<file path="src/rtl/uart_rx_if.sv">
// rtl/uart_rx_if.sv - serial line, frame configuration and received-word bundle for uart_rx
//  RX_IN      serial line, idle high (already synchronised)
//  PAR_EN     1 = parity bit present
//  PAR_TYP    0 = even, 1 = odd
//  Prescale   oversample ratio (8, 16 or 32)
//  P_DATA     last good received word
//  data_valid one-cycle pulse when P_DATA holds a good frame
//  par_err    parity mismatch on last frame
//  stp_err    stop bit sampled 0 on last frame
interface uart_rx_if #(
    parameter int DATA_WIDTH = 8
);
    logic                  RX_IN;
    logic                  PAR_EN;
    logic                  PAR_TYP;
    logic [5:0]            Prescale;
    logic [DATA_WIDTH-1:0] P_DATA;
    logic                  data_valid;
    logic                  par_err;
    logic                  stp_err;

    // master: pad/configuration side that drives the line and consumes the word
    modport master (
        output RX_IN, PAR_EN, PAR_TYP, Prescale,
        input  P_DATA, data_valid, par_err, stp_err
    );

    // slave: the receiver itself
    modport slave (
        input  RX_IN, PAR_EN, PAR_TYP, Prescale,
        output P_DATA, data_valid, par_err, stp_err
    );
endinterface

</file>
<file path="src/rtl/uart_rx.sv">
// rtl/uart_rx.sv - oversampling UART receiver with 3-sample majority vote, parity and stop checks
//  CLK  oversampling clock, Prescale ticks per bit
//  RST  asynchronous reset, active-low
//  rx   uart_rx_if.slave: RX_IN/PAR_EN/PAR_TYP/Prescale in, P_DATA/data_valid/par_err/stp_err out
module uart_rx #(
    parameter int DATA_WIDTH = 8
) (
    input  logic     CLK,
    input  logic     RST,
    uart_rx_if.slave rx
);
    localparam int BW = (DATA_WIDTH > 1) ? $clog2(DATA_WIDTH) : 1;

    typedef enum logic [2:0] {
        S_IDLE,
        S_START,
        S_DATA,
        S_PARITY,
        S_STOP
    } state_t;

    state_t                state_q, state_d;
    logic [5:0]            edge_cnt_q, edge_cnt_d;
    logic [BW-1:0]         bit_cnt_q, bit_cnt_d;
    logic [5:0]            pre_q, pre_d;
    logic                  par_en_q, par_en_d;
    logic                  par_typ_q, par_typ_d;
    logic [2:0]            samp_q, samp_d;
    logic [DATA_WIDTH-1:0] shift_q, shift_d;
    logic [DATA_WIDTH-1:0] p_data_q, p_data_d;
    logic                  data_valid_q, data_valid_d;
    logic                  par_err_q, par_err_d;
    logic                  stp_err_q, stp_err_d;

    logic [5:0] half;
    logic       last_edge;
    logic       maj_reg;
    logic       maj_stop;

    function automatic logic maj3(input logic a, input logic b, input logic c);
        return (a & b) | (a & c) | (b & c);
    endfunction

    always_comb begin
        state_d      = state_q;
        edge_cnt_d   = edge_cnt_q;
        bit_cnt_d    = bit_cnt_q;
        pre_d        = pre_q;
        par_en_d     = par_en_q;
        par_typ_d    = par_typ_q;
        samp_d       = samp_q;
        shift_d      = shift_q;
        p_data_d     = p_data_q;
        data_valid_d = 1'b0;
        par_err_d    = par_err_q;
        stp_err_d    = stp_err_q;

        half      = {1'b0, pre_q[5:1]};
        last_edge = (edge_cnt_q == pre_q - 6'd1);
        maj_reg   = maj3(samp_q[0], samp_q[1], samp_q[2]);
        // The stop decision happens on the third sample cycle itself, so the
        // live line value stands in for the not-yet-registered third sample.
        maj_stop  = maj3(samp_q[0], samp_q[1], rx.RX_IN);

        if (state_q != S_IDLE) begin
            edge_cnt_d = last_edge ? 6'd0 : edge_cnt_q + 6'd1;
            if (edge_cnt_q == half - 6'd1) samp_d[0] = rx.RX_IN;
            if (edge_cnt_q == half)        samp_d[1] = rx.RX_IN;
            if (edge_cnt_q == half + 6'd1) samp_d[2] = rx.RX_IN;
        end

        case (state_q)
            S_IDLE: begin
                edge_cnt_d = 6'd0;
                if (!rx.RX_IN) begin
                    // Detection cycle counts as edge 0 of the start bit.
                    state_d    = S_START;
                    edge_cnt_d = 6'd1;
                    pre_d      = rx.Prescale;
                    par_en_d   = rx.PAR_EN;
                    par_typ_d  = rx.PAR_TYP;
                    par_err_d  = 1'b0;
                    stp_err_d  = 1'b0;
                end
            end
            S_START: begin
                if (last_edge) begin
                    if (maj_reg) begin
                        state_d = S_IDLE;
                    end else begin
                        state_d   = S_DATA;
                        bit_cnt_d = '0;
                    end
                end
            end
            S_DATA: begin
                if (last_edge) begin
                    shift_d[bit_cnt_q] = maj_reg;
                    if (bit_cnt_q == BW'(DATA_WIDTH - 1)) begin
                        state_d = par_en_q ? S_PARITY : S_STOP;
                    end else begin
                        bit_cnt_d = bit_cnt_q + 1'b1;
                    end
                end
            end
            S_PARITY: begin
                if (last_edge) begin
                    par_err_d = (maj_reg != ((^shift_q) ^ par_typ_q));
                    state_d   = S_STOP;
                end
            end
            S_STOP: begin
                // Leave half a bit early so a back-to-back start edge is not missed.
                if (edge_cnt_q == half + 6'd1) begin
                    stp_err_d  = ~maj_stop;
                    if (maj_stop && !par_err_q) begin
                        p_data_d     = shift_q;
                        data_valid_d = 1'b1;
                    end
                    state_d    = S_IDLE;
                    edge_cnt_d = 6'd0;
                end
            end
            default: begin
                state_d    = S_IDLE;
                edge_cnt_d = 6'd0;
            end
        endcase
    end

    always_ff @(posedge CLK or negedge RST) begin
        if (!RST) begin
            state_q      <= S_IDLE;
            edge_cnt_q   <= '0;
            bit_cnt_q    <= '0;
            pre_q        <= '0;
            par_en_q     <= 1'b0;
            par_typ_q    <= 1'b0;
            samp_q       <= '0;
            shift_q      <= '0;
            p_data_q     <= '0;
            data_valid_q <= 1'b0;
            par_err_q    <= 1'b0;
            stp_err_q    <= 1'b0;
        end else begin
            state_q      <= state_d;
            edge_cnt_q   <= edge_cnt_d;
            bit_cnt_q    <= bit_cnt_d;
            pre_q        <= pre_d;
            par_en_q     <= par_en_d;
            par_typ_q    <= par_typ_d;
            samp_q       <= samp_d;
            shift_q      <= shift_d;
            p_data_q     <= p_data_d;
            data_valid_q <= data_valid_d;
            par_err_q    <= par_err_d;
            stp_err_q    <= stp_err_d;
        end
    end

    assign rx.P_DATA     = p_data_q;
    assign rx.data_valid = data_valid_q;
    assign rx.par_err    = par_err_q;
    assign rx.stp_err    = stp_err_q;
endmodule

</file>
<file path="src/flat_wrapper.sv">
// flat-port wrapper written by rule: the top's interface ports become plain ports
module uart_rx_flat 
#(
    parameter int DATA_WIDTH = 8
)
  (CLK, RST, rx_RX_IN, rx_PAR_EN, rx_PAR_TYP, rx_Prescale, rx_P_DATA, rx_data_valid, rx_par_err, rx_stp_err);
  uart_rx_if #(.DATA_WIDTH(DATA_WIDTH)) rx_i ();
  input  logic CLK;
  input  logic RST;
  input wire logic [$bits(rx_i.RX_IN)-1:0] rx_RX_IN;
  input wire logic [$bits(rx_i.PAR_EN)-1:0] rx_PAR_EN;
  input wire logic [$bits(rx_i.PAR_TYP)-1:0] rx_PAR_TYP;
  input wire logic [$bits(rx_i.Prescale)-1:0] rx_Prescale;
  output wire logic [$bits(rx_i.P_DATA)-1:0] rx_P_DATA;
  output wire logic [$bits(rx_i.data_valid)-1:0] rx_data_valid;
  output wire logic [$bits(rx_i.par_err)-1:0] rx_par_err;
  output wire logic [$bits(rx_i.stp_err)-1:0] rx_stp_err;
  assign rx_i.RX_IN = rx_RX_IN;
  assign rx_i.PAR_EN = rx_PAR_EN;
  assign rx_i.PAR_TYP = rx_PAR_TYP;
  assign rx_i.Prescale = rx_Prescale;
  assign rx_P_DATA = rx_i.P_DATA;
  assign rx_data_valid = rx_i.data_valid;
  assign rx_par_err = rx_i.par_err;
  assign rx_stp_err = rx_i.stp_err;
  uart_rx #(.DATA_WIDTH(DATA_WIDTH)) u_core (.CLK(CLK), .RST(RST), .rx(rx_i));
endmodule
</file>
<file path="config.mk">
export PLATFORM = sky130hd
export DESIGN_NAME = uart_rx_flat
export DESIGN_NICKNAME = d
export VERILOG_FILES = /design/src/rtl/uart_rx_if.sv /design/src/rtl/uart_rx.sv /design/src/flat_wrapper.sv
export SDC_FILE = /design/constraint.sdc
export NUM_CORES = 1
export LEC_CHECK = 0
export BUFFER_PORTS_ARGS = -buffer_cell sky130_fd_sc_hd__buf_2
export CAP_MARGIN = 20
export CORE_ASPECT_RATIO = 1.75
export CORE_UTILIZATION = 40
export DETAILED_ROUTE_END_ITERATION = 8
export GPL_TIMING_DRIVEN = 0
export SLEW_MARGIN = 30
export SYNTH_ARGS = -nofsm -noshare
export SYNTH_HDL_FRONTEND = slang
export SYNTH_SLANG_ARGS = --single-unit
</file>
<file path="constraint.sdc">
create_clock -name CLK -period 6.2 [get_ports CLK]
set_input_delay 0.31 -clock CLK [delete_from_list [all_inputs] [get_ports CLK]]
set_output_delay 0.31 -clock CLK [all_outputs]
set_load 0.005 [all_outputs]
</file>
# Yosys cells after proc, flatten, opt, wreduce, memory -nomap -nowiden

Index checks and enable logic that the tools add are counted.

Logic and storage cells: 101
Register bits after elaboration: 42
Input bits: 11
Output and inout port bits: 11

Multiplexer cells: 30
Equal/unequal tests: 18
Reductions and logical operators: 20
Magnitude comparators: 2
$add $sub $neg: 5
Bitwise operators: 12

Operators by type and width:

| cell                                              | number |
|---|---|
| 2-to-1 mux 3 bit                                  | 11 |
| == test 6 bit                                     | 3 |
| 2-to-1 mux 6 bit                                  | 3 |
| case mux 6 bit (3 select lines)                   | 1 |
| case mux 3 bit (5 select lines)                   | 1 |
| != test 2 x 1 -> 1 bit (second input constant)    | 5 |
| AND reduction 2 bit                               | 5 |
| AND reduction 3 bit                               | 3 |
| bitwise mux 8 bit                                 | 1 |
| 2-to-1 mux 1 bit                                  | 8 |
| parity 8 bit                                      | 1 |
| adder 5 x 1 -> 6 bit (second input constant)      | 1 |
| adder 6 x 1 -> 6 bit (second input constant)      | 1 |
| == test 3 x 2 -> 1 bit (second input constant)    | 2 |
| == test 3 bit (second input constant)             | 2 |
| == test 6 x 5 -> 1 bit                            | 1 |
| != test 2 bit (second input constant)             | 3 |
| case mux 3 bit (2 select lines)                   | 1 |
| AND reduction 6 bit                               | 1 |
| nonzero test 2 bit                                | 3 |
| subtractor 5 x 1 -> 6 bit (second input constant) | 1 |
| subtractor 6 x 1 -> 6 bit (second input constant) | 1 |
| bitwise AND 1 bit                                 | 5 |
| AND reduction 5 bit                               | 1 |
| other kinds (16)                                  | 22 |

# Logic depth before layout (Yosys ltp)

Word-level depth: 7
Depth in mapped cells: 9

# Worst setup path before layout

Ideal clock, no wire load.

Path type: reg-to-reg
From: register u_core.pre_q[2]
To: register u_core.bit_cnt_q[0]
Arrival time: 2.220 ns
Setup time: 0.125 ns
Period minus slack after synthesis: 2.345 ns
Buffers on the path: 1
Required time: 6.075 ns
Cell stages (with the launch flop): 9
Path slack: 3.855 ns
Cell sequence: dfrtp_1 -> clkbuf_1 -> inv_1 -> ha_1 -> nor3b_2 -> and3_1 -> o221ai_2 -> or4_4 -> mux2_4

Cells in the longest elaborated chain, start to end: 4
Elaborated cells between the ends (all ways): 5
Classes of those cells: add/sub (1); eq/ne (3); reduce/logical (1)

Ends and longest elaborated chain:

| what                             | line           | text |
|---|---|---|
| start, declared                  | uart_rx.sv:25  | `logic [5:0] pre_q, pre_d;` |
| start signal, assigned           | uart_rx.sv:149 | `pre_q <= pre_d;` |
| subtractor 6 x 1 -> 6 bit *      | uart_rx.sv:59  | `last_edge = (edge_cnt_q == pre_q - 6'd1);` |
| == test 6 bit *                  | uart_rx.sv:59  |  |
| != test 2 x 1 -> 1 bit (no line) | --             |  |
| AND reduction 5 bit (no line) *  | --             |  |
| end signal, assigned             | uart_rx.sv:148 | `bit_cnt_q <= bit_cnt_d;` |
| end, declared                    | uart_rx.sv:24  | `logic [BW-1:0] bit_cnt_q, bit_cnt_d;` |

Every way passes the cells marked *; elsewhere a longest branch is shown, timed or not.
A chain may end at the register's enable or synchronous reset.

# Worst setup path in the final report

From: register u_core.pre_q[2]
To: register u_core.p_data_q[5] (netlist: u_core.rx.P_DATA[5])

Cells in the longest elaborated chain, start to end: 3

Ends and longest elaborated chain:

| what                          | line           | text |
|---|---|---|
| adder 5 x 1 -> 6 bit          | uart_rx.sv:114 | `if (edge_cnt_q == half + 6'd1) begin` |
| == test 6 bit                 | uart_rx.sv:114 |  |
| AND reduction 3 bit (no line) | --             |  |
| end signal, assigned          | uart_rx.sv:154 | `p_data_q <= p_data_d;` |
| end, declared                 | uart_rx.sv:30  | `logic [DATA_WIDTH-1:0] p_data_q, p_data_d;` |

Every way passes these cells.

==> results.md <==
- Total number of yosys warnings: 0
- Root Driver: clkbuf_8
- Final hold vios: 14
- Final instance area: roughly 0.0028 mm2
- RSZ-0062 raised after global routing: false
- Post-CTS setup buffers: 0
- TritonCTS clock tree: built
- Hold WC Path Type: primary input to asynchronous set/reset pin
- Minimum clock period: 2.75 ns
- Final setup vio count: 0
- Number of global-route vias before repair: 1936
- Synth top area share: 42.1%
- Synth Register Bits: 42
- Netlist Area Pre-Place: around 0.0025 mm2
- Die Y-Extent: approximately 110 um
- Post_cts resized: 0
- Most frequent cells in the layout: dfrtp_1 (42), buf_2 (23), mux2_2 (23), xnor2_1 (18), nor3_1 (18)
- Post-Syn Nets: 263
- CTS sink cnt: 42
- Synth Area per Inst: 10.2 um2
- Multi-input combinational cell area: 0.00134 mm2
- # DRC: 0
- Final ANT Viol Nets: 0
- Async SR Flop Fraction: 100%
- Vias per cell: 5.43
- Worst Setup End Kind: flop
- Fin Clk Skew: 0.0120 ns
- Post-CTS Hold Fix Bufs: 0
- Startpoint types: flop
- Nets: between 200 and 300
- DP HPWL: 4130 um
- Initial antenna violation count: 0
- Cell leakage power: 1.25 nW
- Register area share after synthesis: between 40 and 50%
- GPL Wtd Cong: 0.874
- Data arrival, critical path: 2.94 ns
- Clock latency at the later pin of the worst-skew pair: 0.30 ns
- Worst-path clk slew: 0.09 ns
- WS Path Type: flop to flop
- P&R area growth vs syn: 12.0%
- # IOs: 22
- Routed via count: 1911
- Initial Util: 42.1%
- H-tree lvl count: 2
- Status: finished, violations left
- Worst IR Drop VDD: 176 uV
- DRT iter0 DRCs: 60
- Die Wd: 61.7 um
- Max-slew violations: 0
- Overall Global Routing Usage: 18.4%
- Top Family by Delay on Critical Path: simple AND/OR/NAND/NOR gates
- Drt wl/cell: 15.5 um
- Pin count of the biggest net entering global routing: between 40 and 50
- Slowest cell on crit path: nor3_4
- Worst path max stage delay: roughly 0.50 ns
- Synth top area cells: dfrtp_1 (42%), mux2_2 (10%), xnor2_1 (6.3%)
- Pwr Density: 425 mW/mm2
- Fmax: 363 MHz
- CP bufs+invs: 2
- Predominant post-synthesis flop cell: dfrtp_1
- Setup TNS: 0 ns
- Reg2reg end: u_core.rx.P_DATA[5]
- Crit path max fanout: 9
- Final WL: 5460 um
- Post-Syn Instances: 245
- Slew @ Worst Pin: 0.545 ns
- First-pass GRT wire length: 8830 um
- Die ar.: between 0.006 and 0.007 mm2
- Layout cells sized above 1: 24.5%
- Crit. Startpoint: u_core.pre_q[2]
- Fillers: 596
- Number of port buffers: 21
- Cell row count: 37
- Slew headroom: between 60% and 70%
- Number of synthesized flops with an enable pin: 0
- Hold slack: -0.0284 ns
- Yosys cell types: between 40 and 50
- Reg2Reg Setup Slack: 3.45 ns
- Total CTS buffers: 5
- # diodes: 0
- Pwr Total: between 1 and 1.5 mW
- Reg2reg start: u_core.pre_q[2]
- Commonest non-fill, non-tap cell in the layout: dfrtp_1
- Bufs on Longest Clock Path: 2
- CP endpoint: u_core.rx.P_DATA[5]
- Biggest area consumer among synthesized cells: dfrtp_1
- Core footprint: a little under 0.006 mm2
- Stages on the worst setup path: 8
- Critical path, cell by cell: clkbuf_1 -> inv_1 -> ha_1 -> xor2_1 -> nor2_1 -> nand4_1 -> nor3_4 -> mux2_2
- Pre-antenna DRT Iters: 4
- Failing checks: negative hold slack
- Crit path required time: 6.38 ns
- Max-cap violation count: 0
- Post-placement cell area: 0.00270 mm2
- R2R depth: 8
- Final period utilization: 44.4%
- Total grt overflow: 0
- Reg area: 0.00105 mm2
metrics by stage:
step / worst slack (ns) / utilization (%) / cells
2_1_floorplan: 3.86 / - / 245
3_3_place_gp: 3.49 / 45.5 / 344
3_5_place_dp: 3.46 / 45.5 / 344
4_1_cts: 3.44 / 47.1 / 352
5_1_grt: 3.22 / 47.1 / 352
6_report: 3.45 / 47.1 / 352
kinds of logic (layout without fill, tap and decap cells):
kind of cell,Yosys count,count (layout),share of synthesized area [%]
mux,27,27,12.2
simple gates,88,88,19.3
compound gates,25,25,7.28
flops,42,42,42.1
fa+ha+maj,9,9,4.31
xor+xnor,30,30,10.5
buf+inv,24,53,4.21
Yosys cell counts, drive strengths merged, types with 2 or more instances:
master and number:
nor3 19, mux2i 3, nand3 10, maj3 2, a21oi 4, nand2 16, mux2 24, nand4 8
nor2 14, clkbuf 8, or3 3, xnor2 18, ha 7, nor4 3, dfrtp 42, buf 7
o32ai 2, or4 2, nand4b 2, nor3b 3, and3 3, xor2 12, inv 9, o21ai 9
report_power, final:
group	internal [mW]	total (mW)	switching, mW	leakage (nW)
Combinational	0.246	0.601	0.355	0.647
Sequential	0.335	0.399	0.0643	0.555
Clock	0.0896	0.188	0.0982	0.0472
Total	0.670	1.19	0.517	1.25
registers in the layout, indices dropped and copies added (netlist names):
| register | cells |
|---|---|
| u_core.pre_q | 6 |
| u_core.samp_q | 3 |
| u_core.rx.data_valid | 1 |
| u_core.shift_q | 8 |
| u_core.edge_cnt_q | 6 |
| u_core.bit_cnt_q | 3 |
| u_core.par_typ_q | 1 |
| u_core.rx.stp_err | 1 |
| u_core.state_q | 3 |
| u_core.par_en_q | 1 |
| u_core.rx.par_err | 1 |
| u_core.rx.P_DATA | 8 |
worst min path at each step:
stage                        start             endpoint  slack (ns)  cells past startpoint
2_1_floorplan                  RST  u_core.bit_cnt_q[0]        0.01                      0
3_3_place_gp   u_core.rx.P_DATA[1]  u_core.rx.P_DATA[1]        0.49                      1
3_5_place_dp   u_core.rx.P_DATA[4]  u_core.rx.P_DATA[4]        0.49                      1
4_1_cts                        RST      u_core.pre_q[1]        0.19                      1
5_1_grt                        RST      u_core.pre_q[1]        0.01                      1
6_report                       RST      u_core.pre_q[1]       -0.03                      1
final cells by class:
type                    count  share of cell area [%]
well taps                  78                    3.49
clock buffers               6                    2.96
clock inverters             2                   0.448
inverters                   9                    1.21
repair buffers             21                    3.85
multi-input cells         179                    47.9
plain buffers              15                    2.55
flip-flops and latches     42                    37.6
worst reg2reg max path, stage by stage, from the launching register on:
cell      delay, ns
dfrtp_1        0.37
clkbuf_1       0.31
inv_1          0.15
ha_1           0.31
xor2_1         0.18
nor2_1         0.18
nand4_1        0.24
nor3_4         0.50
mux2_2         0.40
metal layers:
layer	wire length, um	part of all wire, %	global-route usage (%)	up-vias
li1	-	-	-	926
met1	2040	37	19.1	942
met2	3160	58	33.6	28
met3	104	1.9	2.80	15
met4	158	2.9	9.05	0
met5	0	0	0	-
No activity file was read; power rests on OpenSTA's default activity.
